<file path="src/rtl/cpu8_led_core_pkg.sv">
// Shared types, opcode set and instruction decoder for the 8-bit LED-matrix CPU.
package cpu8_pkg;

    localparam int ADR_W = 11;

    typedef logic [2:0] reg_idx_t;
    typedef logic [7:0] word_t;

    typedef enum logic [3:0] {
        OP_MOV, OP_ADD, OP_SUB, OP_AND, OP_OR,
        OP_INC, OP_DEC, OP_NOT, OP_ROT,
        OP_JNC, OP_JMP, OP_MVI, OP_MVIH,
        OP_IN,  OP_NOP
    } op_t;

    function automatic op_t decode_op(input word_t i_ins);
        op_t w_op;
        casez (i_ins)
            8'b00??????: w_op = OP_MOV;
            8'b01000???: w_op = OP_ADD;
            8'b01001???: w_op = OP_SUB;
            8'b01010???: w_op = OP_AND;
            8'b01011???: w_op = OP_OR;
            8'b01100???: w_op = OP_INC;
            8'b01101???: w_op = OP_DEC;
            8'b01110???: w_op = OP_NOT;
            8'b01111???: w_op = OP_ROT;
            8'b1000????: w_op = OP_JNC;
            8'b1001????: w_op = OP_JMP;
            8'b1010????: w_op = OP_MVI;
            8'b1011????: w_op = OP_MVIH;
            8'b11000???: w_op = OP_IN;
            default:     w_op = OP_NOP;
        endcase
        return w_op;
    endfunction

endpackage

</file>
<file path="src/rtl/cpu8_led_core_if.sv">
// Instruction fetch bus between the core (master) and the external BSRAM (slave).
interface cpu8_led_core_if #(parameter int ADR_W = 11);
    logic [ADR_W-1:0] adr;
    logic [15:0]      dout;

    modport master (output adr, input  dout);
    modport slave  (input  adr, output dout);
endinterface

</file>
<file path="src/rtl/cpu8_led_core_alu.sv">
// Combinational ALU; carry_in passes through unchanged for ops that do not touch carry.
module cpu8_alu
    import cpu8_pkg::*;
(
    input  op_t   i_op,
    input  word_t i_a,
    input  word_t i_b,
    input  logic  i_carry,
    output word_t o_result,
    output logic  o_carry
);

    logic [8:0] w_wide;

    always_comb begin
        w_wide   = 9'd0;
        o_result = i_a;
        o_carry  = i_carry;
        unique case (i_op)
            OP_MOV: o_result = i_b;
            OP_ADD: begin
                w_wide   = {1'b0, i_a} + {1'b0, i_b};
                o_result = w_wide[7:0];
                o_carry  = w_wide[8];
            end
            // bit 8 of a 9-bit difference is the borrow
            OP_SUB: begin
                w_wide   = {1'b0, i_a} - {1'b0, i_b};
                o_result = w_wide[7:0];
                o_carry  = w_wide[8];
            end
            OP_AND: o_result = i_a & i_b;
            OP_OR:  o_result = i_a | i_b;
            OP_INC: begin
                w_wide   = {1'b0, i_a} + 9'd1;
                o_result = w_wide[7:0];
                o_carry  = w_wide[8];
            end
            OP_DEC: begin
                w_wide   = {1'b0, i_a} - 9'd1;
                o_result = w_wide[7:0];
                o_carry  = w_wide[8];
            end
            OP_NOT: o_result = ~i_a;
            OP_ROT: o_result = {i_a[6:0], i_a[7]};
            default: ;
        endcase
    end

endmodule

</file>
<file path="src/rtl/cpu8_led_core.sv">
// Single-cycle 8-bit CPU: one instruction per clk edge, register file scanned onto an 8x8 LED matrix.
module cpu8_led_core #(
    parameter int ADR_W    = cpu8_pkg::ADR_W,
    parameter int NREG     = 8,
    parameter int SCAN_LSB = 13
) (
    input  logic        clk,
    input  logic        rst_n,
    input  logic [7:0]  btn,
    input  logic [23:0] counter,
    cpu8_led_core_if.master mem,
    output logic [3:0]  led,
    output logic [7:0]  col,
    output logic [7:0]  row
);

    import cpu8_pkg::*;

    logic [ADR_W-1:0] r_pc;
    word_t            r_regs [NREG];
    logic             r_carry;

    word_t    w_ins;
    op_t      w_op;
    reg_idx_t w_src;
    reg_idx_t w_dst;
    logic [3:0] w_imm;
    word_t    w_alu_a;
    word_t    w_alu_res;
    logic     w_alu_carry;
    logic [2:0] w_k;
    logic     w_unused_bits;

    assign w_ins  = mem.dout[7:0];
    assign w_op   = decode_op(w_ins);
    assign w_src  = w_ins[2:0];
    assign w_dst  = w_ins[5:3];
    assign w_imm  = w_ins[3:0];
    assign w_unused_bits = ^{mem.dout[15:8], counter};

    // single-register ops work on rrr; two-operand ops always accumulate into r0
    assign w_alu_a = (w_op inside {OP_INC, OP_DEC, OP_NOT, OP_ROT}) ? r_regs[w_src] : r_regs[0];

    cpu8_alu u_alu (
        .i_op     (w_op),
        .i_a      (w_alu_a),
        .i_b      (r_regs[w_src]),
        .i_carry  (r_carry),
        .o_result (w_alu_res),
        .o_carry  (w_alu_carry)
    );

    always_ff @(posedge clk or negedge rst_n) begin
        if (!rst_n) begin
            r_pc    <= '0;
            r_carry <= 1'b0;
            for (int i = 0; i < NREG; i++) r_regs[i] <= '0;
        end else begin
            r_pc    <= r_pc + ADR_W'(1);
            r_carry <= w_alu_carry;
            unique case (w_op)
                OP_MOV:                         r_regs[w_dst] <= w_alu_res;
                OP_ADD, OP_SUB, OP_AND, OP_OR:  r_regs[0]     <= w_alu_res;
                OP_INC, OP_DEC, OP_NOT, OP_ROT: r_regs[w_src] <= w_alu_res;
                OP_JNC: if (!r_carry) r_pc <= ADR_W'(w_imm);
                OP_JMP:  r_pc           <= ADR_W'(w_imm);
                OP_MVI:  r_regs[0]      <= {4'b0000, w_imm};
                OP_MVIH: r_regs[0][7:4] <= w_imm;
                OP_IN:   r_regs[w_src]  <= btn;
                default: ;
            endcase
        end
    end

    assign mem.adr = r_pc;
    assign led     = r_pc[3:0];

    assign w_k = counter[SCAN_LSB+2:SCAN_LSB];
    assign row = 8'b0000_0001 << w_k;
    assign col = ~r_regs[w_k];

endmodule

</file>
<file path="src/flat_wrapper.sv">
// flat-port wrapper written by rule: the top's interface ports become plain ports
module cpu8_led_core_flat import cpu8_pkg::*;
#(
    parameter int ADR_W    = cpu8_pkg::ADR_W,
    parameter int NREG     = 8,
    parameter int SCAN_LSB = 13
)
  (clk, rst_n, btn, counter, led, col, row, mem_adr, mem_dout);
  cpu8_led_core_if #(.ADR_W(ADR_W)) mem_i ();
  input  logic clk;
  input  logic rst_n;
  input  logic [7:0] btn;
  input  logic [23:0] counter;
  output logic [3:0] led;
  output logic [7:0] col;
  output logic [7:0] row;
  output wire logic [$bits(mem_i.adr)-1:0] mem_adr;
  input wire logic [$bits(mem_i.dout)-1:0] mem_dout;
  assign mem_adr = mem_i.adr;
  assign mem_i.dout = mem_dout;
  cpu8_led_core #(.ADR_W(ADR_W), .NREG(NREG), .SCAN_LSB(SCAN_LSB)) u_core (.clk(clk), .rst_n(rst_n), .btn(btn), .counter(counter), .mem(mem_i), .led(led), .col(col), .row(row));
endmodule
</file>
<file path="config.mk">
export PLATFORM = sky130hd
export DESIGN_NAME = cpu8_led_core_flat
export DESIGN_NICKNAME = d
export VERILOG_FILES = /design/src/rtl/cpu8_led_core_pkg.sv /design/src/rtl/cpu8_led_core_if.sv /design/src/rtl/cpu8_led_core_alu.sv /design/src/rtl/cpu8_led_core.sv /design/src/flat_wrapper.sv
export SDC_FILE = /design/constraint.sdc
export NUM_CORES = 1
export LEC_CHECK = 0
export ABC_AREA = 0
export CAP_MARGIN = 20
export CORE_MARGIN = 2
export CORE_UTILIZATION = 30
export DETAILED_ROUTE_END_ITERATION = 10
export GPL_ROUTABILITY_DRIVEN = 0
export PLACE_DENSITY = 0.46
export SYNTH_ARGS = -nofsm -noshare
export SYNTH_HDL_FRONTEND = slang
export SYNTH_SLANG_ARGS = --single-unit
</file>
<file path="constraint.sdc">
create_clock -name clk -period 4.45 [get_ports clk]
set_input_delay 1.1125 -clock clk [delete_from_list [all_inputs] [get_ports clk]]
set_output_delay 1.1125 -clock clk [all_outputs]
set_load 0.005 [all_outputs]
</file>
==> results of run 1 <==
==> kinds of logic (layout without fill, tap and decap cells) <==
kind of cell	Yosys count	count (layout)	share of synthesized area [%]
AO/OA/AOI/OAI	338	338	33.19
AND/OR/NAND/NOR	276	276	18.84
buffers and inverters	86	267	5.485
flip-flops	76	76	26.05
multiplexers	48	48	10.25
adder cells (fa/ha/maj)	23	23	4.148
XOR/XNOR	17	17	2.040
==> worst max-delay path: stages <==
cell and delay [ns]:
sky130_fd_sc_hd__buf_12 0.12, sky130_fd_sc_hd__buf_6 0.11, sky130_fd_sc_hd__mux2_4 0.29, sky130_fd_sc_hd__o22a_1 0.22
sky130_fd_sc_hd__o2111a_1 0.27, sky130_fd_sc_hd__or2_4 0.27, sky130_fd_sc_hd__fa_2 0.39, sky130_fd_sc_hd__a211oi_2 0.25
sky130_fd_sc_hd__o21bai_1 0.12, sky130_fd_sc_hd__a21oi_1 0.20, sky130_fd_sc_hd__nor2b_2 0.18, sky130_fd_sc_hd__nor3_2 0.05
sky130_fd_sc_hd__a211oi_2 0.33, sky130_fd_sc_hd__o2111a_4 0.36, sky130_fd_sc_hd__a211oi_2 0.06, sky130_fd_sc_hd__a221o_1 0.30
==> placed cells by master (no fill, tap or decap), drive strengths merged, types with 6 or more instances in the layout <==
master / instances
a211oi: 20
a21o: 11
a21oi: 38
a221o: 22
a221oi: 11
a22oi: 34
a31oi: 6
and3: 7
buf: 179
clkbuf: 12
clkdlybuf4s50: 44
dfrtp: 76
ha: 21
inv: 23
mux2: 11
mux2i: 19
mux4: 18
nand2: 81
nand3: 16
nor2: 87
nor2b: 14
nor3: 21
nor3b: 8
o211ai: 9
o21ai: 113
o221ai: 6
o22ai: 9
o31ai: 6
or2: 7
or3: 8
xnor2: 10
xor2: 7
==> per-layer routing <==
metal	wire, um	track usage (%)	up-vias	part of all wire [%]
met5	0	0	-	0
met4	1083	10.03	0	3.5
met3	2276	4.468	54	7.3
met2	13880	36.64	352	44
met1	13960	33.53	3909	45
li1	-	-	3657	-
==> cell type report <==
class	instances	area (sq um)
flip-flops and latches	76	1902
inverters	24	92.59
fillers	2444	14170
well taps	324	405.4
multi-input cells	702	5295
clock buffers	11	242.7
clock inverters	5	60.06
repair buffers	227	1934
==> power by group <==
group          internal, mW  switching (mW)
clock network         0.453           0.327
registers             0.785           0.120
logic                 0.722           0.717
total                  1.96            1.16
==> timing repair <==
action | in CTS | in global routing
buffers inserted | 11 | 2
resized for setup | 52 | 26
endpoints found under the setup margin | 57 | 42
gates cloned | 1 | 0
pin swaps | 26 | 28
==> path summary, 6_finish.rpt <==
kind                        startpoint           endpoint  slack [ns]  depth (start not counted)
max                        mem_dout[0]          flip-flop        0.05                         16
min                          flip-flop          flip-flop        0.53                          2
max reg2reg                  flip-flop          flip-flop        0.65                         15
min reg2reg                  flip-flop          flip-flop        0.53                          2
max in group asynchronous        rst_n          async pin        2.80                          2
min in group asynchronous        rst_n  u_core.mem.adr[5]        0.86                          1
==> Yosys cell counts, types with 15 or more instances <==
| library cell | n |
|---|---|
| sky130_fd_sc_hd__clkbuf_1 | 31 |
| sky130_fd_sc_hd__nand3_1 | 16 |
| sky130_fd_sc_hd__nor3_1 | 20 |
| sky130_fd_sc_hd__o21ai_1 | 15 |
| sky130_fd_sc_hd__ha_1 | 21 |
| sky130_fd_sc_hd__dfrtp_1 | 76 |
| sky130_fd_sc_hd__mux4_2 | 18 |
| sky130_fd_sc_hd__nand2_1 | 81 |
| sky130_fd_sc_hd__a22oi_1 | 34 |
| sky130_fd_sc_hd__o21ai_0 | 94 |
| sky130_fd_sc_hd__a21oi_1 | 38 |
| sky130_fd_sc_hd__nor2_1 | 87 |
| sky130_fd_sc_hd__a221o_1 | 22 |
| sky130_fd_sc_hd__mux2i_1 | 17 |
| sky130_fd_sc_hd__inv_1 | 18 |
==> metrics.log, run 1 <==
[metrics] run status: complete, no violations
[metrics] final core occ: around two fifths
[metrics] final routed wirelength across all metal layers: 31.20 mm
[metrics] HP Class: flip-flop to flip-flop
[metrics] gr ovfl total: 0
[metrics] clock buffers created by TritonCTS: 9
[metrics] Unique masters post-synth: between 90 and 100
[metrics] pin count of the biggest net entering global routing: a little over 60
[metrics] Mapped Nets: 937
[metrics] Post-Layout Inst Area: 9932 sq um
[metrics] share of cells above drive strength 1: 29.28%
[metrics] I/O pin count: 81
[metrics] final clock skew: roughly 0.01 ns
[metrics] largest cells by area after synthesis: sky130_fd_sc_hd__dfrtp_1 26%, sky130_fd_sc_hd__o21ai_0 6.4%, sky130_fd_sc_hd__mux4_2 5.6%, sky130_fd_sc_hd__nor2_1 4.5%, sky130_fd_sc_hd__nand2_1 4.2%
[metrics] maximum number of buffers from clock root to sink: 2
[metrics] Layout Cells excl Fill: between 1000 and 1500
[metrics] cell taking the most area after synthesis: sky130_fd_sc_hd__dfrtp_1
[metrics] number of diodes added for antenna fixing: 0
[metrics] Initial DRC Count: 725
[metrics] buffer type at the clock tree root: sky130_fd_sc_hd__clkbuf_16
[metrics] TritonCTS clock tree: done
[metrics] synthesized area per cell: 8.448 sq um
[metrics] Leak: 4.095 nW
[metrics] total power: 3.123 mW
[metrics] placed instance count: 1342
[metrics] share of synthesized registers carrying an async set or reset: between 90% and 100%
[metrics] number of global-route vias before repair: ~7600
[metrics] area fraction of the dominant cell type after synthesis: 26.05%
[metrics] detailed-route wire length per cell: 22.79 um
[metrics] count of flip-flops with a built-in enable after synthesis: 0
[metrics] clock-pin slew on the worst setup and hold paths: 0.07 ns
[metrics] setup TNS: 0 ns
[metrics] worst hold slack after final layout: roughly 0.53 ns
[metrics] data arrival time of the worst path: approximately 4.6 ns
[metrics] Chip Width: between 150 and 200 um
[metrics] Fmax: 227.4 MHz
[metrics] setup slack after layout: 0.05193 ns
[metrics] die outline area: 25600 sq um
[metrics] number of rows created at floorplan: 57
[metrics] synthesized instance count: 864
[metrics] post-placement worst setup slack: -1.016 ns
[metrics] part of the Yosys area used for sequential elements: between 20% and 30%
[metrics] data required time of the worst path: 4.69 ns
[metrics] number of max-capacitance violations reported: 0
[metrics] initial standard-cell utilization of the core: between 30% and 40%
[metrics] die extent in y: 160.0 um
[metrics] count of antenna-violating nets left after detailed routing: 0
[metrics] shortest period the worst path allows: 4.398 ns
[metrics] Final Net Count: 1113
[metrics] clk sink count: 76
[metrics] crit path capture type: flip-flop
[metrics] main flop type after synthesis: sky130_fd_sc_hd__dfrtp_1
[metrics] via count: 7972
[metrics] DRC: 0
[metrics] Worst Path Class, Setup: primary input to flip-flop
[metrics] number of antenna violations at the first check in global routing: 0
[metrics] worst slew margin relative to its limit: 27.23%
[metrics] number of H-tree levels: 3
[metrics] TritonRoute pass-1 iters: 5
[metrics] Synth warnings: 0
[metrics] instance area after placement: 9244 sq um
[metrics] Critical Path Start Type: primary input
[metrics] flip-flop and latch count after synthesis: 76
[metrics] Power Dens Cells: about 310 nW/um^2
[metrics] final worst path period share: 98.83%
[metrics] hold-fix buffer count after cts: 0
[metrics] final setup violating endpoints: 0
[metrics] maximum fanout along the worst path: 8
[metrics] Final Hold Violating Endpoints: 0
[metrics] Core Region: 24110 sq um
[metrics] final max-slew violation count: 0
[metrics] area growth from synthesis to layout: 36.06%
[metrics] Detailed Place HPWL: 23.71 mm
[metrics] synthesized area: 7300 sq um
[metrics] unrepaired setup endpoints after global routing: yes
[metrics] global-route wire length before repair: 47.02 mm
[metrics] Peak supply drop: between 0.1 and 0.15 mV
[metrics] clock latency of the later-clocked register in the worst-skew pair: 0.36 ns
[metrics] vias per cell: 5.823
[metrics] global-route total usage across every layer: 24.06%
[metrics] port bufs: 51
[metrics] transition time of the tightest slew-check pin: 1.091 ns
(Power assumes the default switching activity.)
==> inputs of run 2 (changes only) <==
--- a/config.mk
+++ b/config.mk
@@ -7,10 +7,10 @@
 export LEC_CHECK = 0
 export ABC_AREA = 0
 export CAP_MARGIN = 20
-export CORE_MARGIN = 2
 export CORE_UTILIZATION = 30
 export DETAILED_ROUTE_END_ITERATION = 10
 export GPL_ROUTABILITY_DRIVEN = 0
+export GPL_TIMING_DRIVEN = 0
 export PLACE_DENSITY = 0.46
 export SYNTH_ARGS = -nofsm -noshare
 export SYNTH_HDL_FRONTEND = slang
==> run 2 against run 1 <==
The flow now finishes with violations (setup timing). Via count down 1.1%. Global-route usage rose by 3.0 points. Maximum frequency decreased by 1.4%. Power is 1.2% lower. Core utilization is 1.5 points lower. Sequential cell count unchanged. Worst setup slack worse by 0.063 ns. Final cell count fell by 5.6%. Final area down 5.3%.
==> metrics.log, run 2 (synthesized netlist as in run 1, its figures left out) <==
[metrics] run status: complete, but fails checks
[metrics] violated checks: setup timing
[metrics] Worst Path Class, Setup: primary input to flip-flop
[metrics] final worst path period share: 100.2%
[metrics] highest layer used for signal routing: met4
[metrics] Layout Cells excl Fill: 1293
[metrics] clock buffers created by TritonCTS: 9
[metrics] number of antenna violations at the first check in global routing: 0
[metrics] commonest non-fill, non-tap cell in the layout: sky130_fd_sc_hd__o21ai_0
[metrics] share of cells above drive strength 1: 23.61%
[metrics] clock-pin slew on the worst setup and hold paths: about 0.07 ns
[metrics] Initial DRC Count: 823
[metrics] hold-fix buffer count after cts: 0
[metrics] number of filler instances in the final layout: roughly 2400
[metrics] number of diodes added for antenna fixing: 0
[metrics] Detailed Place HPWL: ~24 mm
[metrics] net switching power: around 1.2 mW
[metrics] shortest period the worst path allows: 4.461 ns
[metrics] TritonCTS clock tree: done
[metrics] global-route wire length before repair: 48.85 mm
[metrics] pin count of the biggest net entering global routing: 44
[metrics] transition time of the tightest slew-check pin: 1.216 ns
[metrics] final routed wirelength across all metal layers: between 30 and 40 mm
[metrics] die outline area: 24960 sq um
[metrics] vias per cell: 6.095
[metrics] final max-slew violation count: 0
[metrics] number of H-tree levels: 3
[metrics] initial standard-cell utilization of the core: 30.82%
[metrics] unrepaired setup endpoints after global routing: yes
[metrics] I/O pin count: 81
[metrics] Critical Path Start Type: primary input
[metrics] final setup violating endpoints: 1
[metrics] Post-Layout Inst Area: 9405 sq um
[metrics] Fmax: ~220 MHz
[metrics] Leak: 3.651 nW
[metrics] area growth from synthesis to layout: 28.85%
[metrics] Final Hold Violating Endpoints: 0
[metrics] die extent in y: 158.0 um
[metrics] number of rows created at floorplan: 56
[metrics] DR WL met2: between 10 and 15 mm
[metrics] worst-case register-to-register setup slack: 0.42 ns
[metrics] detailed-route wire length per cell: 25.46 um
[metrics] data required time of the worst path: about 4.7 ns
[metrics] cell internal pwr: 1.890 mW
[metrics] maximum fanout along the worst path: 7
[metrics] TritonRoute pass-1 iters: 8
[metrics] HP Class: flip-flop to flip-flop
[metrics] DRC: 0
[metrics] via count: 7881
[metrics] Chip Width: approximately 160 um
[metrics] Peak supply drop: 0.1676 mV
[metrics] global-route total usage across every layer: 27.10%
[metrics] maximum number of buffers from clock root to sink: 2
[metrics] port bufs: 39
[metrics] Core Region: around 24000 sq um
[metrics] total power: 3.087 mW
[metrics] routed length on met1: 14.46 mm
[metrics] net switching fraction of the power: 38.78%
[metrics] met3 wirelength from detailed routing: around 2.7 mm
[metrics] worst slew margin relative to its limit: a little under a fifth
[metrics] placed instance count: 1224
[metrics] count of antenna-violating nets left after detailed routing: 0
[metrics] number of max-capacitance violations reported: 0
[metrics] clock latency of the later-clocked register in the worst-skew pair: 0.36 ns
[metrics] clock network fraction of total power: ~25%
[metrics] number of global-route vias before repair: 7550
[metrics] instance area after placement: 8193 sq um
[metrics] final core occ: 39.71%
[metrics] clk sink count: 76
[metrics] Power Dens Cells: 328.2 nW/um^2
[metrics] final clock skew: 0.01032 ns
[metrics] gr ovfl total: 0
[metrics] buffer type at the clock tree root: sky130_fd_sc_hd__clkbuf_16
[metrics] setup TNS: -0.01065 ns
[metrics] setup slack after layout: -0.01065 ns
[metrics] data arrival time of the worst path: ~4.7 ns
[metrics] part of the power in registers: 29.8%
[metrics] logic gate share of total power: 44.9%
[metrics] commonest cells after routing, fill and taps aside: 87 x sky130_fd_sc_hd__o21ai_0, 86 x sky130_fd_sc_hd__nor2_1, 78 x sky130_fd_sc_hd__nand2_1, 76 x sky130_fd_sc_hd__dfrtp_1, 58 x sky130_fd_sc_hd__buf_4
[metrics] crit path capture type: flip-flop
[metrics] Final Net Count: 1042
==> run 2: worst max-delay path, cell delays in order <==
cell,delay (ns)
sky130_fd_sc_hd__buf_12,0.12
sky130_fd_sc_hd__buf_12,0.13
sky130_fd_sc_hd__mux2_4,0.30
sky130_fd_sc_hd__o22a_4,0.23
sky130_fd_sc_hd__o2111a_2,0.30
sky130_fd_sc_hd__or2_4,0.29
sky130_fd_sc_hd__fa_2,0.41
sky130_fd_sc_hd__a211oi_2,0.24
sky130_fd_sc_hd__o21bai_1,0.12
sky130_fd_sc_hd__a21oi_1,0.18
sky130_fd_sc_hd__nor2b_2,0.17
sky130_fd_sc_hd__nor3_2,0.05
sky130_fd_sc_hd__a211oi_2,0.29
sky130_fd_sc_hd__o2111a_4,0.37
sky130_fd_sc_hd__a211oi_2,0.06
sky130_fd_sc_hd__a221o_1,0.31
==> run 2: path summary, 6_finish.rpt <==
| check | start | endpoint | cells after the start |
|---|---|---|---|
| max | mem_dout[0] | flip-flop | 16 |
| min | u_core.mem.adr[10] | u_core.mem.adr[10] | 2 |
| max reg2reg | flip-flop | flip-flop | 14 |
| min reg2reg | u_core.mem.adr[10] | u_core.mem.adr[10] | 2 |
| max in group asynchronous | rst_n | async pin | 2 |
| min in group asynchronous | rst_n | u_core.mem.adr[5] | 1 |
==> run 2: timing repair <==
| item | CTS | global route |
|---|---|---|
| pin swaps | 35 | 40 |
| setup buffers | 33 | 22 |
| gates resized for setup | 72 | 59 |
| setup endpoints to repair | 70 | 62 |
==> run 2: area by class of cell <==
type / instances / area [sq um] / area share, %
Tap cell: 319 / 399.1 / 4.244
Buffer: 59 / 372.9 / 3.964
Clock inverter: 5 / 60.06 / 0.6386
Clock buffer: 11 / 242.7 / 2.581
Timing Repair Buffer: 97 / 895.9 / 9.525
Inverter: 24 / 96.34 / 1.024
Sequential cell: 76 / 1902 / 20.22
Multi-Input combinational cell: 702 / 5436 / 57.80
==> run 2: through the flow <==
stage / hold slack [ns] / setup WS [ns]
2_1_floorplan: 0.4655 / -0.01398
3_3_place_gp: 0.5158 / -1.456
3_5_place_dp: 0.5259 / -1.431
4_1_cts: 0.5460 / -0.1298
5_1_grt: 0.5708 / -0.09815
6_report: 0.5456 / -0.01065
==> run 2: power groups by stage <==
stage	registers [mW]	clock network (mW)	logic, mW
2_1_floorplan	0.879	0	0.756
3_3_place_gp	0.925	0	1.14
3_5_place_dp	0.925	0	1.15
4_1_cts	0.915	0.791	1.28
5_1_grt	0.933	0.813	1.49
6_report	0.919	0.783	1.38
==> run 2: per-layer routing <==
layer / GRT usage, % / up-vias
met5: 0 / -
met4: 12.23 / 0
met3: 5.146 / 74
met2: 40.44 / 419
met1: 37.69 / 3863
li1: - / 3525
